## src/rtl/ti_pkg.sv

```systemverilog
// rtl/ti_pkg.sv - shared types, constants and helpers for the SN76489 tone/noise generator
package ti_pkg;

  typedef logic [9:0] tone_t;
  typedef logic [3:0] vol_t;

  typedef struct packed {
    logic       white;
    logic [1:0] rate;
  } noise_ctrl_t;

  localparam int LFSR_W = 15;
  localparam logic [LFSR_W-1:0] LFSR_SEED = 15'h4000;

  localparam int NOISE_P0 = 32;
  localparam int NOISE_P1 = 64;
  localparam int NOISE_P2 = 128;
  localparam int NCNT_W   = 7;

  // Last count value of the noise tick divider for rates 0..2 (rate 3 is clocked by tone 2).
  function automatic logic [NCNT_W-1:0] noise_last(input logic [1:0] rate);
    case (rate)
      2'd0:    return NCNT_W'(NOISE_P0 - 1);
      2'd1:    return NCNT_W'(NOISE_P1 - 1);
      default: return NCNT_W'(NOISE_P2 - 1);
    endcase
  endfunction

  // One LFSR step: feedback enters at the top, bit 0 is the audible output.
  function automatic logic [LFSR_W-1:0] lfsr_next(input logic [LFSR_W-1:0] l, input logic white);
    logic fb;
    fb = white ? (l[0] ^ l[1]) : l[0];
    return {fb, l[LFSR_W-1:1]};
  endfunction

endpackage

```

## src/rtl/ti_psg_gen_if.sv

```systemverilog
// rtl/ti_psg_gen_if.sv - command byte write port of the tone/noise generator
interface ti_psg_gen_if;

  logic       wr_en;
  logic [7:0] wr_data;

  modport master (output wr_en, output wr_data);
  modport slave  (input  wr_en, input  wr_data);

endinterface

```

## src/rtl/ti_tone_channel.sv

```systemverilog
// rtl/ti_tone_channel.sv - one square-wave tone divider
module ti_tone_channel
  import ti_pkg::*;
(
  input  logic  CLK,
  input  logic  RST,
  input  logic  tick,
  input  tone_t tone,
  output logic  out,
  output logic  rise
);

  tone_t cnt;
  logic  sq;
  logic  reload;
  logic  audible;

  // A counter at 0 or 1 reloads on the tick, so a tone of N gives N ticks per half period.
  assign reload  = tick && (cnt <= tone_t'(1));
  // Tone values 0 and 1 hold the output high regardless of the square-wave state.
  assign audible = (tone > tone_t'(1));

  // Half-period counter: reload from the current tone value and flip the square wave.
  always_ff @(posedge CLK) begin
    if (RST) begin
      cnt <= '0;
      sq  <= 1'b0;
    end else if (reload) begin
      cnt <= tone;
      sq  <= ~sq;
    end else if (tick) begin
      cnt <= cnt - tone_t'(1);
    end
  end

  assign out  = audible ? sq : 1'b1;
  // The output goes 0->1 on this edge: the noise generator uses it as its rate-3 clock.
  assign rise = reload && !sq && audible;

endmodule

```

## src/rtl/ti_psg_gen.sv

```systemverilog
// rtl/ti_psg_gen.sv - SN76489 command decode, tone dividers and noise LFSR
module ti_psg_gen
  import ti_pkg::*;
#(
  parameter int CLK_DIV = 16
) (
  input  logic        CLK,
  input  logic        RST,
  ti_psg_gen_if.slave wr,
  output vol_t        vol0,
  output vol_t        vol1,
  output vol_t        vol2,
  output vol_t        vol3,
  output logic        ch0out,
  output logic        ch1out,
  output logic        ch2out,
  output logic        ch3out
);

  localparam int PW = $clog2(CLK_DIV);
  localparam logic [PW-1:0] PRE_LAST = PW'(CLK_DIV - 1);

  logic [PW-1:0]     pre_cnt;
  logic              tick;

  vol_t              vol_r [4];
  tone_t             tone_r [3];
  noise_ctrl_t       noise_r;
  logic [1:0]        latch_ch;
  logic              latch_vol;

  logic [1:0]        tgt_ch;
  logic              tgt_vol;
  logic              noise_wr;

  logic [LFSR_W-1:0] lfsr;
  logic [NCNT_W-1:0] ncnt;
  logic              shift_due;

  logic [2:0]        ch_out;
  logic [2:0]        ch_rise;
  logic              unused_rise;

  assign tick = (pre_cnt == PRE_LAST);

  // Generator tick prescaler.
  always_ff @(posedge CLK) begin
    if (RST) begin
      pre_cnt <= '0;
    end else if (tick) begin
      pre_cnt <= '0;
    end else begin
      pre_cnt <= pre_cnt + PW'(1);
    end
  end

  // A latch byte names its own target; a data byte reuses the last latched one.
  always_comb begin
    tgt_ch  = wr.wr_data[7] ? wr.wr_data[6:5] : latch_ch;
    tgt_vol = wr.wr_data[7] ? wr.wr_data[4]   : latch_vol;
  end

  assign noise_wr = wr.wr_en && !tgt_vol && (tgt_ch == 2'd3);

  // Command decode into the volume, tone and noise control registers.
  always_ff @(posedge CLK) begin
    if (RST) begin
      vol_r     <= '{default: 4'hF};
      tone_r    <= '{default: '0};
      noise_r   <= '0;
      latch_ch  <= 2'd0;
      latch_vol <= 1'b0;
    end else if (wr.wr_en) begin
      if (wr.wr_data[7]) begin
        latch_ch  <= wr.wr_data[6:5];
        latch_vol <= wr.wr_data[4];
      end
      if (tgt_vol) begin
        vol_r[tgt_ch] <= wr.wr_data[3:0];
      end else if (noise_wr) begin
        noise_r <= noise_ctrl_t'(wr.wr_data[2:0]);
      end else begin
        for (int i = 0; i < 3; i++) begin
          if (tgt_ch == 2'(i)) begin
            if (wr.wr_data[7]) begin
              tone_r[i][3:0] <= wr.wr_data[3:0];
            end else begin
              tone_r[i][9:4] <= wr.wr_data[5:0];
            end
          end
        end
      end
    end
  end

  for (genvar g = 0; g < 3; g++) begin : g_ch
    ti_tone_channel u_ch (
      .CLK  (CLK),
      .RST  (RST),
      .tick (tick),
      .tone (tone_r[g]),
      .out  (ch_out[g]),
      .rise (ch_rise[g])
    );
  end

  // Only channel 2 clocks the noise; the other rise strobes are intentionally dropped.
  assign unused_rise = ^ch_rise[1:0];

  assign shift_due = (noise_r.rate == 2'd3) ? ch_rise[2]
                                            : (tick && (ncnt == noise_last(noise_r.rate)));

  // Noise divider and LFSR; a write to the noise register reseeds and beats any pending shift.
  always_ff @(posedge CLK) begin
    if (RST || noise_wr) begin
      lfsr <= LFSR_SEED;
      ncnt <= '0;
    end else begin
      if (tick && (noise_r.rate != 2'd3)) begin
        ncnt <= (ncnt == noise_last(noise_r.rate)) ? '0 : ncnt + NCNT_W'(1);
      end
      if (shift_due) begin
        lfsr <= lfsr_next(lfsr, noise_r.white);
      end
    end
  end

  assign vol0   = vol_r[0];
  assign vol1   = vol_r[1];
  assign vol2   = vol_r[2];
  assign vol3   = vol_r[3];
  assign ch0out = ch_out[0];
  assign ch1out = ch_out[1];
  assign ch2out = ch_out[2];
  assign ch3out = lfsr[0];

endmodule

```

## src/flat_wrapper.sv

```systemverilog
// flat-port wrapper written by rule: the top's interface ports become plain ports
module ti_psg_gen_flat import ti_pkg::*;
#(
  parameter int CLK_DIV = 16
)
  (CLK, RST, vol0, vol1, vol2, vol3, ch0out, ch1out, ch2out, ch3out, wr_wr_en, wr_wr_data);
  ti_psg_gen_if wr_i ();
  input  logic CLK;
  input  logic RST;
  output vol_t vol0;
  output vol_t vol1;
  output vol_t vol2;
  output vol_t vol3;
  output logic ch0out;
  output logic ch1out;
  output logic ch2out;
  output logic ch3out;
  input wire logic [$bits(wr_i.wr_en)-1:0] wr_wr_en;
  input wire logic [$bits(wr_i.wr_data)-1:0] wr_wr_data;
  assign wr_i.wr_en = wr_wr_en;
  assign wr_i.wr_data = wr_wr_data;
  ti_psg_gen #(.CLK_DIV(CLK_DIV)) u_core (.CLK(CLK), .RST(RST), .wr(wr_i), .vol0(vol0), .vol1(vol1), .vol2(vol2), .vol3(vol3), .ch0out(ch0out), .ch1out(ch1out), .ch2out(ch2out), .ch3out(ch3out));
endmodule
```

## config.mk

```make
export PLATFORM = sky130hd
export DESIGN_NAME = ti_psg_gen_flat
export DESIGN_NICKNAME = d
export VERILOG_FILES = /design/src/rtl/ti_pkg.sv /design/src/rtl/ti_psg_gen_if.sv /design/src/rtl/ti_tone_channel.sv /design/src/rtl/ti_psg_gen.sv /design/src/flat_wrapper.sv
export SDC_FILE = /design/constraint.sdc
export NUM_CORES = 1
export LEC_CHECK = 0
export ABC_AREA = 1
export CAP_MARGIN = 10
export CORE_MARGIN = 3
export CORE_UTILIZATION = 64
export DETAILED_ROUTE_END_ITERATION = 16
export PLACE_DENSITY = 0.88
export RECOVER_POWER = 50
export SYNTH_ARGS = -nofsm -noshare
export SYNTH_HDL_FRONTEND = slang
export SYNTH_SLANG_ARGS = --single-unit
export TNS_END_PERCENT = 5
```

## constraint.sdc

```tcl
create_clock -name CLK -period 3.4 [get_ports CLK]
set_input_delay 0.34 -clock CLK [delete_from_list [all_inputs] [get_ports CLK]]
set_output_delay 0.34 -clock CLK [all_outputs]
set_load 0.02 [all_outputs]
```

# Word-level counts from Yosys, hierarchy flattened
# Cells that the tools add are included.
# W data, S select, Z words.
[classes] n_addsub=5 magnitude_cmp=8 eq_ne=9 muxes=20 bitwise=8 n_reduce_logical=27
[op_table] cell="$mux W10" n=6
[op_table] cell="$gt A10 B1 Y1 const B" n=3
[op_table] cell="$le A10 B1 Y1 const B" n=3
[op_table] cell="$reduce_and A5 Y1" n=6
[op_table] cell="$sub A10 B1 Y10 const B" n=3
[op_table] cell="$mux W7" n=3
[op_table] cell="$bwmux W16" n=1
[op_table] cell="$eq A7 B7 Y1" n=2
[op_table] cell="$pmux W7 S2" n=1
[op_table] cell="$logic_and A1 B1 Y1" n=10
[op_table] cell="$demux W4 S2" n=1
[op_table] cell="$add A7 B1 Y7 const B" n=1
[op_table] cell="$eq A2 B2 Y1 const B" n=3
[op_table] cell="$mux W1" n=6
[op_table] cell="$not A1 Y1" n=6
[op_table] cell="$reduce_bool A2 Y1" n=3
[op_table] cell="$add A4 B1 Y4 const B" n=1
[op_table] cell="$eq A2 B1 Y1 const B" n=2
[op_table] cell="$eq A4 B4 Y1 const B" n=1
[op_table] cell="$logic_not A2 Y1" n=2
[op_table] cell="$mux W4" n=1
[op_table] cell="$ge A3 B3 Y1 const B" n=1
[op_table] cell="$lt A3 B1 Y1 const B" n=1
[op_table] cell="$not A2 Y3" n=1
[op_table] cell="other kinds (8)" n=9
[word_totals] register_bits=111 in_bits=11

# Longest topological paths before layout
[depth] word_depth=8 depth_mapped=13 depth_no_buf=13

# Modules after synthesis
# Synthesis repeated with hierarchy kept, for this count alone.
[unflattened] hier_cells=898 area_unflattened_um2=5929.4
[modules_own_cells] mod="ti_psg_gen" n_inst=1 cells_per_inst=439 area_per_inst_um2=3240.6 seq_area_each_um2=1561.5
[modules_own_cells] mod="ti_tone_channel (u_core.g_ch[0].u_ch ...)" n_inst=2 cells_per_inst=154 area_per_inst_um2=894.6 seq_area_each_um2=220.2
[modules_own_cells] mod="ti_tone_channel (u_core.g_ch[2].u_ch)" n_inst=1 cells_per_inst=151 area_per_inst_um2=899.6 seq_area_each_um2=220.2

# Worst setup path before layout
# Ideal clock, no wire load.
[synth_timing] path_type="flip-flop to flip-flop" from="reg u_core.g_ch[2].u_ch.cnt[0]" to="reg u_core.lfsr[10]" setup_time_ps=115 arrival_ps=1563 t_required_ps=3285 setup_slack_ps=1722 stages_incl_launch_ff=13 n_path_buf=1 synth_period_minus_slack_ps=1678 path_cell_list="dfxtp_1 inv_1 ha_1 inv_2 nand2_1 nand2_1 nor2_1 nand2_2 nor2_2 nand2_2 buf_2 a21oi_1 nor2_1"
[synth_via] elab_chain_cells=5
[synth_lines] item="from (decl)" line="ti_tone_channel.sv:13" source="tone_t cnt;"
[synth_lines] item="from (signal assigned)" line="ti_tone_channel.sv:29" source="cnt <= tone;"
[synth_lines] item="from (signal assigned)" line="ti_tone_channel.sv:32" source="cnt <= cnt - tone_t'(1);"
[synth_lines] item="$le A10 B1 Y1" line="ti_tone_channel.sv:19" source="assign reload = tick && (cnt <= tone_t'(1));"
[synth_lines] item="$logic_and A1 B1 Y1" line="ti_tone_channel.sv:19"
[synth_lines] item="$logic_and A1 B1 Y1 (2 in a row)" line="ti_tone_channel.sv:38" source="assign rise = reload && !sq && audible;"
[synth_lines] item="$mux W1" line="ti_psg_gen.sv:110" source="assign shift_due = (noise_r.rate == 2'd3) ? ch_rise[2]"
[synth_lines] item="to (signal assigned)" line="ti_psg_gen.sv:123" source="lfsr <= lfsr_next(lfsr, noise_r.white);"
[synth_lines] item="to (decl)" line="ti_psg_gen.sv:36" source="logic [LFSR_W-1:0] lfsr;"
# No other way between the ends.
# A chain may end at the register's enable or synchronous reset.

# Final worst setup path
[layout_timing] from="reg u_core.pre_cnt[0]" to="reg u_core.g_ch[1].u_ch.cnt[1]"
[layout_via] elab_chain_cells=3
[layout_lines] item="from (decl)" line="ti_psg_gen.sv:23" source="logic [PW-1:0] pre_cnt;"
[layout_lines] item="from (signal assigned)" line="ti_psg_gen.sv:53" source="pre_cnt <= pre_cnt + PW'(1);"
[layout_lines] item="$eq A4 B4 Y1 *" line="ti_psg_gen.sv:44" source="assign tick = (pre_cnt == PRE_LAST);"
[layout_lines] item="$logic_and A1 B1 Y1" line="ti_tone_channel.sv:19"
[layout_lines] item="$mux W10 / $reduce_bool A2 Y1 (equally long branches)"
[layout_lines] item="to (signal assigned)" line="ti_tone_channel.sv:29"
[layout_lines] item="to (signal assigned)" line="ti_tone_channel.sv:32"
[layout_lines] item="to (decl)" line="ti_tone_channel.sv:13"
# Mark *: on every way between the ends. The rest lies on a longest branch, timed or not.

==> metrics.md <==
| Metric | Value |
|---|---|
| Input/output buffers | 30 |
| Power after layout | 2.398 mW |
| Slew of the pin with the lowest slew margin | approximately 1.1 ns |
| Vias per inst | roughly 5.5 |
| Post-detail-place hpwl | 8253 um |
| Cts bufs inserted | 9 |
| Metal-1 WL | between 5000 and 6000 um |
| First-pass GRT wire length | between 15000 and 20000 um |
| Clock root buffer | clkbuf_8 |
| Ports | 31 |
| Post-synth top area share | between 40% and 50% |
| Cells after synthesis | 747 |
| TritonRoute pass-1 iters | 5 |
| Reg area | about 0.0022 mm2 |
| Max VDD drop | roughly 260 uV |
| Path type of the worst setup path | reg2reg |
| Initial Utilization | between 60% and 70% |
| Count of pins over their slew limit | 0 |
| Share of flip-flops with an asynchronous set or reset | 0% |
| Final antenna-violating net count | 0 |
| Critical path's top delay family | buffers and inverters |
| Main synth FF type | dfxtp_1 |
| Core area | just under 0.008 mm2 |
| Cts hold-fix bufs | 0 |
| CTS tree | yes |
| Layout cells sized above 1 | between 4 and 5% |
| Final-report setup violation count | 0 |
| Tcrit/Tclk final | about 72% |
| Final Hold Fails | 0 |
| Pwr dens | around 420 mW/mm2 |
| CP required | between 3 and 4 ns |
| Max Clock Skew | between 0.015 and 0.02 ns |
| Final cell count without fillers | slightly below 900 |
| Warnings, synthesis | 0 |
| Worst min path class | reg2reg |
| Clk slew on worst S/H paths | 0.11 ns |
| Vias in the first global route | around 4400 |
| Met3 wire len | around 650 um |
| Critical Path Max Stage Delay | ~0.58 ns |
| Initial antenna violation count | 0 |
| MaxCap Viol Count | 0 |
| CTS Buffer Depth | 2 |
| Inst Count DP | ~860 |
| Post-synthesis sequential area ratio | 42.73% |
| Setup_tns | 0 ns |
| Highest routing layer actually used | met4 |
| Max Fclk | roughly 400 MHz |
| PostCTS Resize Cnt | 0 |
| Largest net degree at the start of global routing | 48 |
| Area grow syn2layout | 10.51% |
| Slew headroom | ~30% |
| Crit path from | u_core.pre_cnt[0]$_SDFF_PP0_ |
| Setup slack at placement | roughly 1.1 ns |
| Setup bufs post-CTS | 0 |
| Crit-path cells | ha_1 > nand3_1 > nand2_1 > clkbuf_1 > inv_1 > nand2_1 > nand2_1 |
| Clock Sinks | 111 |
| DIE AREA | ~0.0092 mm2 |
| Multi-input gate area | between 0.002 and 0.0025 mm2 |
| Syn avg cell area | 6.961 um2 |
| Distinct cells, synth | 31 |
| Final nets | between 700 and 800 |
| WP data arrival | between 2 and 3 ns |
| Seq cells post-synth | 111 |
| Critical path launch point type | flip-flop |
| DRC | 0 |
| Via count | 4799 |
| Cell area after synthesis | around 0.0052 mm2 |
| WL per Instance | around 13 um |
| Fill count | between 500 and 600 |
| GP Congestion | just under 0.9 |
| Reg2reg start | u_core.pre_cnt[0]$_SDFF_PP0_ |
| Largest cells by area after synthesis | dfxtp_1 (43%), nand2_1 (12%), o21ai_0 (6.7%) |
| Post-synth EDFFs | 0 |
| GR Util All Layers | a little over a quarter |
| Gr ovfl total | 0 |
| Die Width | 96.14 um |
| Pleak | about 2.6 nW |
| Final wirelength | between 10000 and 15000 um |
| Clock Latency Late Sink | between 0.3 and 0.4 ns |
| Worst Setup End Kind | flip-flop |
| Iter 0 DRT Violations | ~320 |
| FF-to-FF setup slack | 0.94 ns |
| Bufs and invs on worst path | 2 |
| CP Max Fanout | 18 |
| Antenna diode count | 0 |
| Routed wl met2 | between 5000 and 6000 um |
| HP Start | u_core.g_ch[2].u_ch.sq$_SDFFE_PP0P_ |
| Die Height | 96.14 um |
| Top cell by count, worst path | nand2_1 |
| Fin worst setup slack | ~0.94 ns |
| Crit-path slowest cell | clkbuf_1 |
| Row cnt | 32 |
| Mapped Nets | 766 |
| Final Critical Period | about 2.5 ns |
| Largest area contributor in the netlist | dfxtp_1 |
| Outcome | complete, no violations |
| H-tree depth | 3 |
| RSZ-0062 raised after global routing | no |
[sequential cells by signal, indices dropped and copies added (netlist names)]
| name | count |
|---|---|
| u_core.g_ch.u_ch.cnt | 30 |
| u_core.vol1 | 4 |
| u_core.tone_r | 30 |
| u_core.vol2 | 4 |
| u_core.noise_r | 3 |
| u_core.latch_vol | 1 |
| u_core.ncnt | 7 |
| u_core.vol0 | 4 |
| u_core.pre_cnt | 4 |
| u_core.latch_ch | 2 |
| u_core.vol3 | 4 |
| u_core.lfsr | 15 |
| u_core.g_ch.u_ch.sq | 3 |
[power by group]
part,internal [mW],leakage [nW],switching (mW)
combinational,0.0676,1.61,0.119
sequential,1.33,0.899,0.0168
clock,0.371,0.116,0.496
[worst reg2reg max path, stage by stage (launching register included)]
cell and delay, ns:
dfxtp_1 0.37, ha_1 0.19, nand3_1 0.35, nand2_1 0.15, clkbuf_1 0.58, inv_1 0.46
nand2_1 0.18, nand2_1 0.07
[final timing paths]
kind,end,cells after the start
setup reg to reg,u_core.g_ch[1].u_ch.cnt[1]$_SDFFE_PP0P_,7
setup / recovery,u_core.g_ch[1].u_ch.cnt[1]$_SDFFE_PP0P_,7
hold reg to reg,u_core.g_ch[2].u_ch.sq$_SDFFE_PP0P_,1
hold / removal,u_core.g_ch[2].u_ch.sq$_SDFFE_PP0P_,1
[per-layer routing]
layer	up-vias	GRT usage [%]
met2	154	45.72
met4	0	7.820
met5	-	0
li1	2450	-
met1	2173	34.91
met3	22	6.099
[cell usage in the layout, fill, tap and decap left out]
cell,count
nand2_1,171
dfxtp_1,111
nor2_1,94
inv_1,90
o21ai_0,71
nand3_1,63
a21oi_1,50
dlygate4sd3_1,19
o211ai_1,15
clkdlybuf4s50_1,11
clkbuf_8,9
xnor2_1,8
ha_1,8
xor2_1,7
nand3b_1,7
nand4_1,5
nor2_2,5
inv_2,3
nand2_2,3
clkinv_8,3
o41ai_1,2
nor3_1,2
inv_8,2
buf_4,2
clkbuf_1,2
o31ai_1,1
o21ai_2,1
o2111ai_1,1
o21ai_1,1
clkinv_2,1
nand4_4,1
a211oi_1,1
or2_2,1
bufinv_16,1
clkinv_4,1
[through the flow]
stage | instance area (um2) | hold WS [ns] | utilization [%]
3_5_place_dp | 5548 | 0.4452 | 71.06
6_report | 5747 | 0.4716 | 73.61
4_1_cts | 5782 | 0.4670 | 74.05
5_1_grt | 5747 | 0.4959 | 73.61
2_1_floorplan | 5200 | 0.4175 | -
3_3_place_gp | 5548 | 0.4310 | 71.06
[final cells by class]
| class | count | area share (%) |
|---|---|---|
| multi-input cells | 518 | 43.26 |
| clock inverters | 7 | 1.916 |
| repair buffers | 34 | 5.617 |
| well taps | 102 | 2.221 |
| inverters | 94 | 6.162 |
| flip-flops and latches | 111 | 38.67 |
| clock buffers | 9 | 2.155 |
[kinds of logic after synthesis]
logic type	share of synthesized area (%)
AND/OR/NAND/NOR	29.02
AO/OA/AOI/OAI	14.87
buffers and inverters	8.927
flip-flops	42.73
XOR/XNOR	2.527
adder cells (fa/ha/maj)	1.925
[cells in the mapped netlist, types with 2 or more instances]
cell        n
a21oi_1    50
buf_2      10
clkbuf_1   13
dfxtp_1   111
ha_1        8
inv_1      90
inv_2       3
nand2_1   170
nand2_2     4
nand3_1    62
nand3b_1    7
nand4_1     5
nor2_1     91
nor2_2      7
nor3_1      2
o211ai_1   15
o21ai_0    70
o21ai_1     2
o41ai_1     2
xnor2_1     8
xor2_1      7
Power figures use the tool's default switching activity.
